`src/rtl/load_store_unit_pkg.sv`:
```
// Shared memory-control definitions: mem_ctrl field layout, access widths and
// the load/store unit state encoding. Used by this unit and the memory controller.
package load_store_unit_pkg;

    typedef enum logic [1:0] {
        WIDTH_W   = 2'b00,
        WIDTH_H   = 2'b01,
        WIDTH_B   = 2'b10,
        WIDTH_ILL = 2'b11
    } width_e;

    // Bit layout matches the mem_ctrl port: [3]=RW, [2:1]=width, [0]=sign-extend.
    typedef struct packed {
        logic   rw;
        width_e width;
        logic   sign;
    } mem_ctrl_t;

    typedef enum logic [1:0] {
        ST_IDLE,
        ST_REQ1,
        ST_REQ2,
        ST_DONE
    } lsu_state_e;

    function automatic logic [3:0] width_mask(input width_e w);
        case (w)
            WIDTH_W: return 4'b1111;
            WIDTH_H: return 4'b0011;
            WIDTH_B: return 4'b0001;
            default: return 4'b0000;
        endcase
    endfunction

endpackage

```
`src/rtl/load_store_unit_lane.sv`:
```
// Byte-lane placement for stores and rotate/merge/extend for loads.
// Store outputs cover both transactions at once; the load side follows the current part.
module lane_align
    import load_store_unit_pkg::*;
(
    input  logic [1:0]  offs,
    input  width_e      width,
    input  logic        sign,
    input  logic        part,
    input  logic [31:0] st_data,
    input  logic [31:0] rd_word,
    input  logic [31:0] rd_prev,
    output logic        split,
    output logic [3:0]  be_first,
    output logic [3:0]  be_second,
    output logic [31:0] wdata_first,
    output logic [31:0] wdata_second,
    output logic [31:0] rd_shift,
    output logic [31:0] ld_value
);

    logic [4:0]  sh;
    logic [7:0]  be_wide;
    logic [63:0] wd_wide;
    logic [63:0] rd_wide;
    logic [31:0] raw;

    always_comb begin
        sh      = {offs, 3'b000};
        // Shifting into a double-width vector yields both halves of a split access.
        be_wide = {4'b0000, width_mask(width)} << offs;
        wd_wide = {32'h0, st_data} << sh;
        rd_wide = {rd_word, 32'h0} >> sh;

        split        = |be_wide[7:4];
        be_first     = be_wide[3:0];
        be_second    = be_wide[7:4];
        wdata_first  = wd_wide[31:0];
        wdata_second = wd_wide[63:32];

        // Upper half is rdata>>8o (first word); lower half is rdata<<8(4-o) (second word).
        rd_shift = part ? rd_wide[31:0] : rd_wide[63:32];
        raw      = rd_shift | (part ? rd_prev : '0);

        case (width)
            WIDTH_H: ld_value = {{16{sign & raw[15]}}, raw[15:0]};
            WIDTH_B: ld_value = {{24{sign & raw[7]}}, raw[7:0]};
            default: ld_value = raw;
        endcase
    end

endmodule

```
`src/rtl/load_store_unit.sv`:
```
// Load/store initiator: one CPU access becomes one or two word transactions on
// a request/acknowledge bus, with a no-acknowledge timeout per transaction.
module load_store_unit
    import load_store_unit_pkg::*;
#(
    parameter int unsigned TIMEOUT = 16
) (
    input  logic        clk_cpu,
    input  logic        reset,
    input  logic        start,
    input  logic [3:0]  mem_ctrl,
    input  logic [31:0] adrs,
    input  logic [31:0] data,
    output logic        busy,
    output logic        done,
    output logic        err,
    output logic [31:0] q,
    output logic        mem_req,
    output logic        mem_we,
    output logic [29:0] mem_wadrs,
    output logic [3:0]  mem_be,
    output logic [31:0] mem_wdata,
    input  logic        mem_ack,
    input  logic [31:0] mem_rdata
);

    localparam int unsigned      CNT_W    = $clog2(TIMEOUT + 1);
    localparam logic [CNT_W-1:0] CNT_LAST = CNT_W'(TIMEOUT - 1);

    lsu_state_e       state_q, state_d;
    mem_ctrl_t        ctrl_q, ctrl_d;
    logic [31:0]      adrs_q, adrs_d;
    logic [31:0]      data_q, data_d;
    logic [CNT_W-1:0] cnt_q, cnt_d;
    logic [31:0]      partial_q, partial_d;
    logic             busy_q, busy_d;
    logic             done_q, done_d;
    logic             err_q, err_d;
    logic [31:0]      q_q, q_d;
    logic             mem_req_q, mem_req_d;
    logic             mem_we_q, mem_we_d;
    logic [29:0]      mem_wadrs_q, mem_wadrs_d;
    logic [3:0]       mem_be_q, mem_be_d;
    logic [31:0]      mem_wdata_q, mem_wdata_d;

    mem_ctrl_t   op_ctrl;
    logic [31:0] op_adrs;
    logic [31:0] op_data;
    logic        part;
    logic        split;
    logic [3:0]  be_first, be_second;
    logic [31:0] wdata_first, wdata_second;
    logic [31:0] rd_shift, ld_value;

    // In IDLE the aligner sees the live request so REQ1 can issue on the next edge.
    always_comb begin
        op_ctrl = (state_q == ST_IDLE) ? mem_ctrl_t'(mem_ctrl) : ctrl_q;
        op_adrs = (state_q == ST_IDLE) ? adrs : adrs_q;
        op_data = (state_q == ST_IDLE) ? data : data_q;
        part    = (state_q == ST_REQ2);
    end

    lane_align u_lane_align (
        .offs         (op_adrs[1:0]),
        .width        (op_ctrl.width),
        .sign         (op_ctrl.sign),
        .part         (part),
        .st_data      (op_data),
        .rd_word      (mem_rdata),
        .rd_prev      (partial_q),
        .split        (split),
        .be_first     (be_first),
        .be_second    (be_second),
        .wdata_first  (wdata_first),
        .wdata_second (wdata_second),
        .rd_shift     (rd_shift),
        .ld_value     (ld_value)
    );

    always_comb begin
        state_d     = state_q;
        ctrl_d      = ctrl_q;
        adrs_d      = adrs_q;
        data_d      = data_q;
        cnt_d       = cnt_q;
        partial_d   = partial_q;
        busy_d      = busy_q;
        done_d      = 1'b0;
        err_d       = err_q;
        q_d         = q_q;
        mem_req_d   = mem_req_q;
        mem_we_d    = mem_we_q;
        mem_wadrs_d = mem_wadrs_q;
        mem_be_d    = mem_be_q;
        mem_wdata_d = mem_wdata_q;

        case (state_q)
            ST_IDLE: begin
                if (start) begin
                    ctrl_d = op_ctrl;
                    adrs_d = adrs;
                    data_d = data;
                    busy_d = 1'b1;
                    if (op_ctrl.width == WIDTH_ILL) begin
                        state_d = ST_DONE;
                        done_d  = 1'b1;
                        err_d   = 1'b1;
                    end else begin
                        state_d     = ST_REQ1;
                        cnt_d       = '0;
                        err_d       = 1'b0;
                        mem_req_d   = 1'b1;
                        mem_we_d    = op_ctrl.rw;
                        mem_wadrs_d = adrs[31:2];
                        mem_be_d    = be_first;
                        mem_wdata_d = wdata_first;
                    end
                end
            end

            ST_REQ1, ST_REQ2: begin
                if (mem_ack) begin
                    if (state_q == ST_REQ1 && split) begin
                        state_d     = ST_REQ2;
                        cnt_d       = '0;
                        partial_d   = rd_shift;
                        mem_wadrs_d = mem_wadrs_q + 30'd1;
                        mem_be_d    = be_second;
                        mem_wdata_d = wdata_second;
                    end else begin
                        state_d   = ST_DONE;
                        done_d    = 1'b1;
                        err_d     = 1'b0;
                        mem_req_d = 1'b0;
                        mem_we_d  = 1'b0;
                        if (!ctrl_q.rw) q_d = ld_value;
                    end
                end else if (cnt_q == CNT_LAST) begin
                    state_d   = ST_DONE;
                    done_d    = 1'b1;
                    err_d     = 1'b1;
                    mem_req_d = 1'b0;
                    mem_we_d  = 1'b0;
                end else begin
                    cnt_d = cnt_q + 1'b1;
                end
            end

            ST_DONE: begin
                state_d = ST_IDLE;
                busy_d  = 1'b0;
                err_d   = 1'b0;
            end

            default: state_d = ST_IDLE;
        endcase
    end

    always_ff @(posedge clk_cpu or posedge reset) begin
        if (reset) begin
            state_q     <= ST_IDLE;
            ctrl_q      <= mem_ctrl_t'('0);
            adrs_q      <= '0;
            data_q      <= '0;
            cnt_q       <= '0;
            partial_q   <= '0;
            busy_q      <= 1'b0;
            done_q      <= 1'b0;
            err_q       <= 1'b0;
            q_q         <= '0;
            mem_req_q   <= 1'b0;
            mem_we_q    <= 1'b0;
            mem_wadrs_q <= '0;
            mem_be_q    <= '0;
            mem_wdata_q <= '0;
        end else begin
            state_q     <= state_d;
            ctrl_q      <= ctrl_d;
            adrs_q      <= adrs_d;
            data_q      <= data_d;
            cnt_q       <= cnt_d;
            partial_q   <= partial_d;
            busy_q      <= busy_d;
            done_q      <= done_d;
            err_q       <= err_d;
            q_q         <= q_d;
            mem_req_q   <= mem_req_d;
            mem_we_q    <= mem_we_d;
            mem_wadrs_q <= mem_wadrs_d;
            mem_be_q    <= mem_be_d;
            mem_wdata_q <= mem_wdata_d;
        end
    end

    always_comb begin
        busy      = busy_q;
        done      = done_q;
        err       = err_q;
        q         = q_q;
        mem_req   = mem_req_q;
        mem_we    = mem_we_q;
        mem_wadrs = mem_wadrs_q;
        mem_be    = mem_be_q;
        mem_wdata = mem_wdata_q;
    end

endmodule

```
`config.mk`:
```
export PLATFORM = sky130hd
export DESIGN_NAME = load_store_unit
export DESIGN_NICKNAME = d
export VERILOG_FILES = /design/src/rtl/load_store_unit_pkg.sv /design/src/rtl/load_store_unit_lane.sv /design/src/rtl/load_store_unit.sv
export SDC_FILE = /design/constraint.sdc
export NUM_CORES = 1
export LEC_CHECK = 0
export ABC_CLOCK_PERIOD_IN_PS = 14700
export BUFFER_PORTS_ARGS = -buffer_cell sky130_fd_sc_hd__buf_2
export CAP_MARGIN = 30
export CORE_MARGIN = 10
export CORE_UTILIZATION = 40
export CTS_CLUSTER_DIAMETER = 120
export DETAILED_ROUTE_END_ITERATION = 7
export SYNTH_ARGS = -nofsm -noshare
export SYNTH_HDL_FRONTEND = slang
export SYNTH_SLANG_ARGS = --single-unit
```
`constraint.sdc`:
```
create_clock -name clk_cpu -period 14.7 [get_ports clk_cpu]
set_clock_uncertainty 0.1 [all_clocks]
set_input_delay 0 -clock clk_cpu [delete_from_list [all_inputs] [get_ports clk_cpu]]
set_output_delay 0 -clock clk_cpu [all_outputs]
set_load 0.1 [all_outputs]
```
==> metrics.txt <==
# TYPE chip_impl_metric gauge
chip_impl_info{name="slowest_stage",value="buf_4"} 1
chip_impl_metric{name="synthCells",unit=""} 1067
chip_impl_metric{name="die-area",unit="um2"} 31900
chip_impl_metric{name="cts_max_path_buffers",unit=""} 2
chip_impl_info{name="synth_top_family_by_area",value="compound AO/OA/AOI/OAI gates"} 1
chip_impl_metric{name="clk_pin_slew_worst_paths",unit="ns"} 0.08
chip_impl_metric{name="synth_fa_ha_area_share",unit="%"} 1.37
chip_impl_metric{name="setup-violations-final",unit=""} 0
chip_impl_info{name="clock-root-buffer",value="clkbuf_16"} 1
chip_impl_info{name="run_status",value="complete, no violations"} 1
chip_impl_metric{name="vias",unit=""} 9361
chip_impl_info{name="worst-setup-path-type",value="reg2reg"} 1
chip_impl_info{name="layout.cells.most_common",value="buf_2"} 1
chip_impl_metric{name="grt_first_pass_wirelength",unit="um"} 52300
chip_impl_metric{name="synth-simple-area-share",unit="%"} 13.1
chip_impl_metric{name="worst-r2r-setup-slack",unit="ns"} 10.29
chip_impl_metric{name="worstPathArrival",unit="ns"} 4.69
chip_impl_metric{name="synth_area_per_cell",unit="um2"} 9.45
chip_impl_info{name="critical-path-top-cell-by-count",value="buf_4"} 1
chip_impl_metric{name="die_w",unit="um"} 179
chip_impl_metric{name="routed_wire_length_per_instance",unit="um"} 19.4
chip_impl_metric{name="design.final.nets",unit=""} 1449
chip_impl_metric{name="setup_total_negative_slack",unit="ns"} 0
chip_impl_metric{name="die_extent_in_y",unit="um"} 179
chip_impl_info{name="family_with_the_most_delay_on_the_worst_path",value="buffers and inverters"} 1
chip_impl_metric{name="tritoncts_buffer_count",unit=""} 17
chip_impl_metric{name="post_cts.repair.setup_buffers",unit=""} 0
chip_impl_metric{name="mappedNetlistArea",unit="um2"} 10100
chip_impl_metric{name="number_of_rows_in_the_core_area",unit=""} 58
chip_impl_metric{name="synth_top_area_share",unit="%"} 44.7
chip_impl_info{name="worst_hold_path_type",value="in2reg"} 1
chip_impl_metric{name="clock_sinks",unit=""} 180
chip_impl_metric{name="ys_seq_elements",unit=""} 180
chip_impl_info{name="r2r_end",value="q[26]$_DFFE_PP0P_"} 1
chip_impl_metric{name="antenna_found_initial",unit=""} 2
chip_impl_metric{name="grt_max_degree",unit=""} 90
chip_impl_metric{name="worst_r2r_path_depth",unit=""} 11
chip_impl_metric{name="htree_levels",unit=""} 4
chip_impl_metric{name="cp.buffers_inverters",unit=""} 4
chip_impl_info{name="timing.critical_path.cells",value="inv_1 -> ha_2 -> buf_4 -> mux2i_4 -> buf_4 -> nand2_1 -> nor2_1 -> a221oi_1 -> dlygate4sd3_1 -> a21oi_1 -> o22a_1"} 1
chip_impl_metric{name="crit_fanout",unit=""} 69
chip_impl_metric{name="first_global_vias",unit=""} 9480
chip_impl_metric{name="timing.max_cap.violations",unit=""} 0
chip_impl_metric{name="ant_nets",unit=""} 0
chip_impl_info{name="synth_largest_area_cell",value="dfrtp_1"} 1
chip_impl_metric{name="headroom_to_the_max_slew_limit",unit="%"} 35.6
chip_impl_metric{name="hpwlAfterDp",unit="um"} 22300
chip_impl_info{name="critical_path.endpoint_type",value="flop"} 1
chip_impl_metric{name="buffer_ports.inserted",unit=""} 206
chip_impl_info{name="worst_r2r_startpoint",value="state_q[0]$_DFFE_PP0P_"} 1
chip_impl_metric{name="synth_edf_count",unit=""} 0
chip_impl_metric{name="initial_core_util",unit="%"} 40.4
chip_impl_metric{name="layout.cell_area.non_filler",unit="um2"} 13000
chip_impl_metric{name="layout_min_cycle_time",unit="ns"} 4.41
chip_impl_metric{name="yosys_warnings",unit=""} 0
chip_impl_metric{name="crit_path_max_incr_delay",unit="ns"} 0.65
chip_impl_metric{name="synthMuxAreaShare",unit="%"} 14.5
chip_impl_info{name="top_cells_by_area_in_the_synthesized_netlist",value="dfrtp_1, mux2_2, mux2i_1"} 1
chip_impl_metric{name="layout-drive-gt1-share",unit="%"} 25.7
chip_impl_metric{name="core_region_area",unit="um2"} 25000
chip_impl_info{name="timing.critical_path.from_type",value="flop"} 1
chip_impl_metric{name="seq_area_frac_synth",unit="%"} 44.7
chip_impl_metric{name="filler_cell_count",unit=""} 2347
chip_impl_metric{name="viasPerCell",unit=""} 5.58
chip_impl_info{name="worst_setup_path_startpoint",value="state_q[0]$_DFFE_PP0P_"} 1
chip_impl_metric{name="critical_path_required",unit="ns"} 14.98
chip_impl_metric{name="worst_skew_pair.late_latency",unit="ns"} 0.43
chip_impl_metric{name="clock.fmax",unit="GHz"} 0.227
chip_impl_metric{name="synth_async_sr_flop_share",unit="%"} 100
chip_impl_info{name="cts_tree",value="built"} 1
chip_impl_info{name="critical_path.endpoint",value="q[26]$_DFFE_PP0P_"} 1
chip_impl_metric{name="dr_iter_0_viols",unit=""} 856
chip_impl_metric{name="timing.final.crit_share",unit="%"} 30.0
chip_impl_metric{name="overall_global_routing_usage",unit="%"} 20.3
chip_impl_metric{name="drt_drc_violations_left",unit=""} 0
chip_impl_metric{name="synth-compound-area-share",unit="%"} 22.5
chip_impl_metric{name="drt_first_pass_iters",unit=""} 5
chip_impl_info{name="final_cell_mix",value="buf_2, dfrtp_1, nor2_1, nand2_1, dlygate4sd3_1"} 1
chip_impl_metric{name="timing.final.max_slew_violations",unit=""} 0
chip_impl_metric{name="max_slew.worst_pin.slew",unit="ns"} 0.967
chip_impl_metric{name="layout_overhead_on_the_synthesized_area",unit="%"} 28.9
chip_impl_metric{name="synth_nets",unit=""} 1182
chip_impl_metric{name="place_area",unit="um2"} 11300
chip_impl_metric{name="gp_routability_congestion",unit=""} 0.896
chip_impl_metric{name="xor_xnor_portion_of_the_synthesized_cell_area",unit="%"} 0
chip_impl_metric{name="globalRouteOverflowTotal",unit=""} 0
chip_impl_metric{name="detail_route.wirelength",unit="um"} 32500
chip_impl_info{name="ys_dominant_reg_cell",value="dfrtp_1"} 1
chip_impl_metric{name="worstSetupPathDepth",unit=""} 11
chip_impl_info{name="setup_repair_after_global_routing_missed_its_margin",value="no"} 1
chip_impl_metric{name="finalHoldViolations",unit=""} 0
chip_impl_metric{name="io_pins",unit=""} 207
chip_impl_metric{name="yosysUniqueCellTypes",unit=""} 62
-- what timing repair did --
action | 4_1_cts | 5_1_grt
hold buffers | 108 | 0
setup endpoints to repair | 0 | 0
hold endpoints to repair | 173 | 0
gates resized for setup | 0 | 0
-- worst min path at each step --
| stage | start | cells after the start | endpoint |
|---|---|---|---|
| 3_5_place_dp | reset | 2 | q[19]$_DFFE_PP0P_ |
| 5_1_grt | adrs[0] | 2 | adrs_q[0]$_DFFE_PP0P_ |
| 6_report | mem_rdata[22] | 5 | partial_q[30]$_DFFE_PP0P_ |
| 4_1_cts | mem_rdata[17] | 5 | partial_q[9]$_DFFE_PP0P_ |
| 2_1_floorplan | mem_ctrl[1] | 1 | ctrl_q[1]$_DFFE_PP0P_ |
| 3_3_place_gp | reset | 2 | q[19]$_DFFE_PP0P_ |
-- cell type report --
type | count | area, um2 | share of cell area, %
antenna | 1 | 2.50 | 0.0193
clock buffer | 20 | 457 | 3.52
clock inverter | 11 | 104 | 0.800
inverter | 12 | 50.0 | 0.385
multi-input combinational | 795 | 5220 | 40.2
sequential | 180 | 4500 | 34.7
tap | 330 | 413 | 3.18
timing repair buffer | 328 | 2240 | 17.2
-- registers in the layout, indices dropped and copies added (netlist names), 4 cells and up --
name / cells
data_q: 32
partial_q: 32
mem_wdata: 32
mem_wadrs: 30
q: 32
ctrl_q: 4
mem_be: 4
cnt_q: 5
-- layer usage --
| layer | share of wire (%) | up-vias | GRT usage [%] | wire length [um] |
|---|---|---|---|---|
| li1 | - | 4454 | - | - |
| met1 | 44 | 4570 | 26.6 | 14200 |
| met2 | 48 | 301 | 33.5 | 15700 |
| met3 | 6.1 | 34 | 4.09 | 1980 |
| met4 | 2.0 | 2 | 5.65 | 642 |
| met5 | 0.040 | - | 0 | 13 |
-- synth_stat cells, drive strengths merged (11+ instances only) --
cell type  number
dfrtp         180
nor2          132
nand2         111
a21oi          83
o21ai          80
mux2           78
mux2i          54
clkbuf         47
buf            33
a221oi         31
o22a           24
nand3          21
o22ai          19
a2bb2oi        18
a31oi          14
inv            12
o21a           12
ha             11
-- through the flow --
step / worst slack [ns] / hold WS (ns) / instances / utilization, %
floorplan: 9.71 / 0.0506 / 1067 / -
global placement: 10.59 / -0.00128 / 1536 / 45.3
detailed placement: 10.45 / -0.00370 / 1536 / 45.3
CTS: 10.32 / 0.000599 / 1675 / 51.9
global route: 10.0 / 0.0397 / 1676 / 52.0
finish: 10.29 / 0.00234 / 1677 / 52.0
-- kinds of logic after synthesis --
kind of cell / after synthesis
adders and majority gates: 11
muxes: 133
and+or+nand+nor: 310
AOI/OAI and AO/OA: 341
DFF: 180
buffers and inverters: 92
-- worst reg2reg max path, cell delays in order (launching register included) --
cell and delay (ns):
dfrtp_1 0.40, inv_1 0.11, ha_2 0.17, buf_4 0.65, mux2i_4 0.67, buf_4 0.37, nand2_1 0.16, nor2_1 0.59
a221oi_1 0.23, dlygate4sd3_1 0.63, a21oi_1 0.15, o22a_1 0.14
Power is not shown: default switching activity piles up to over one toggle a cycle in this logic, so the estimate is an artifact.
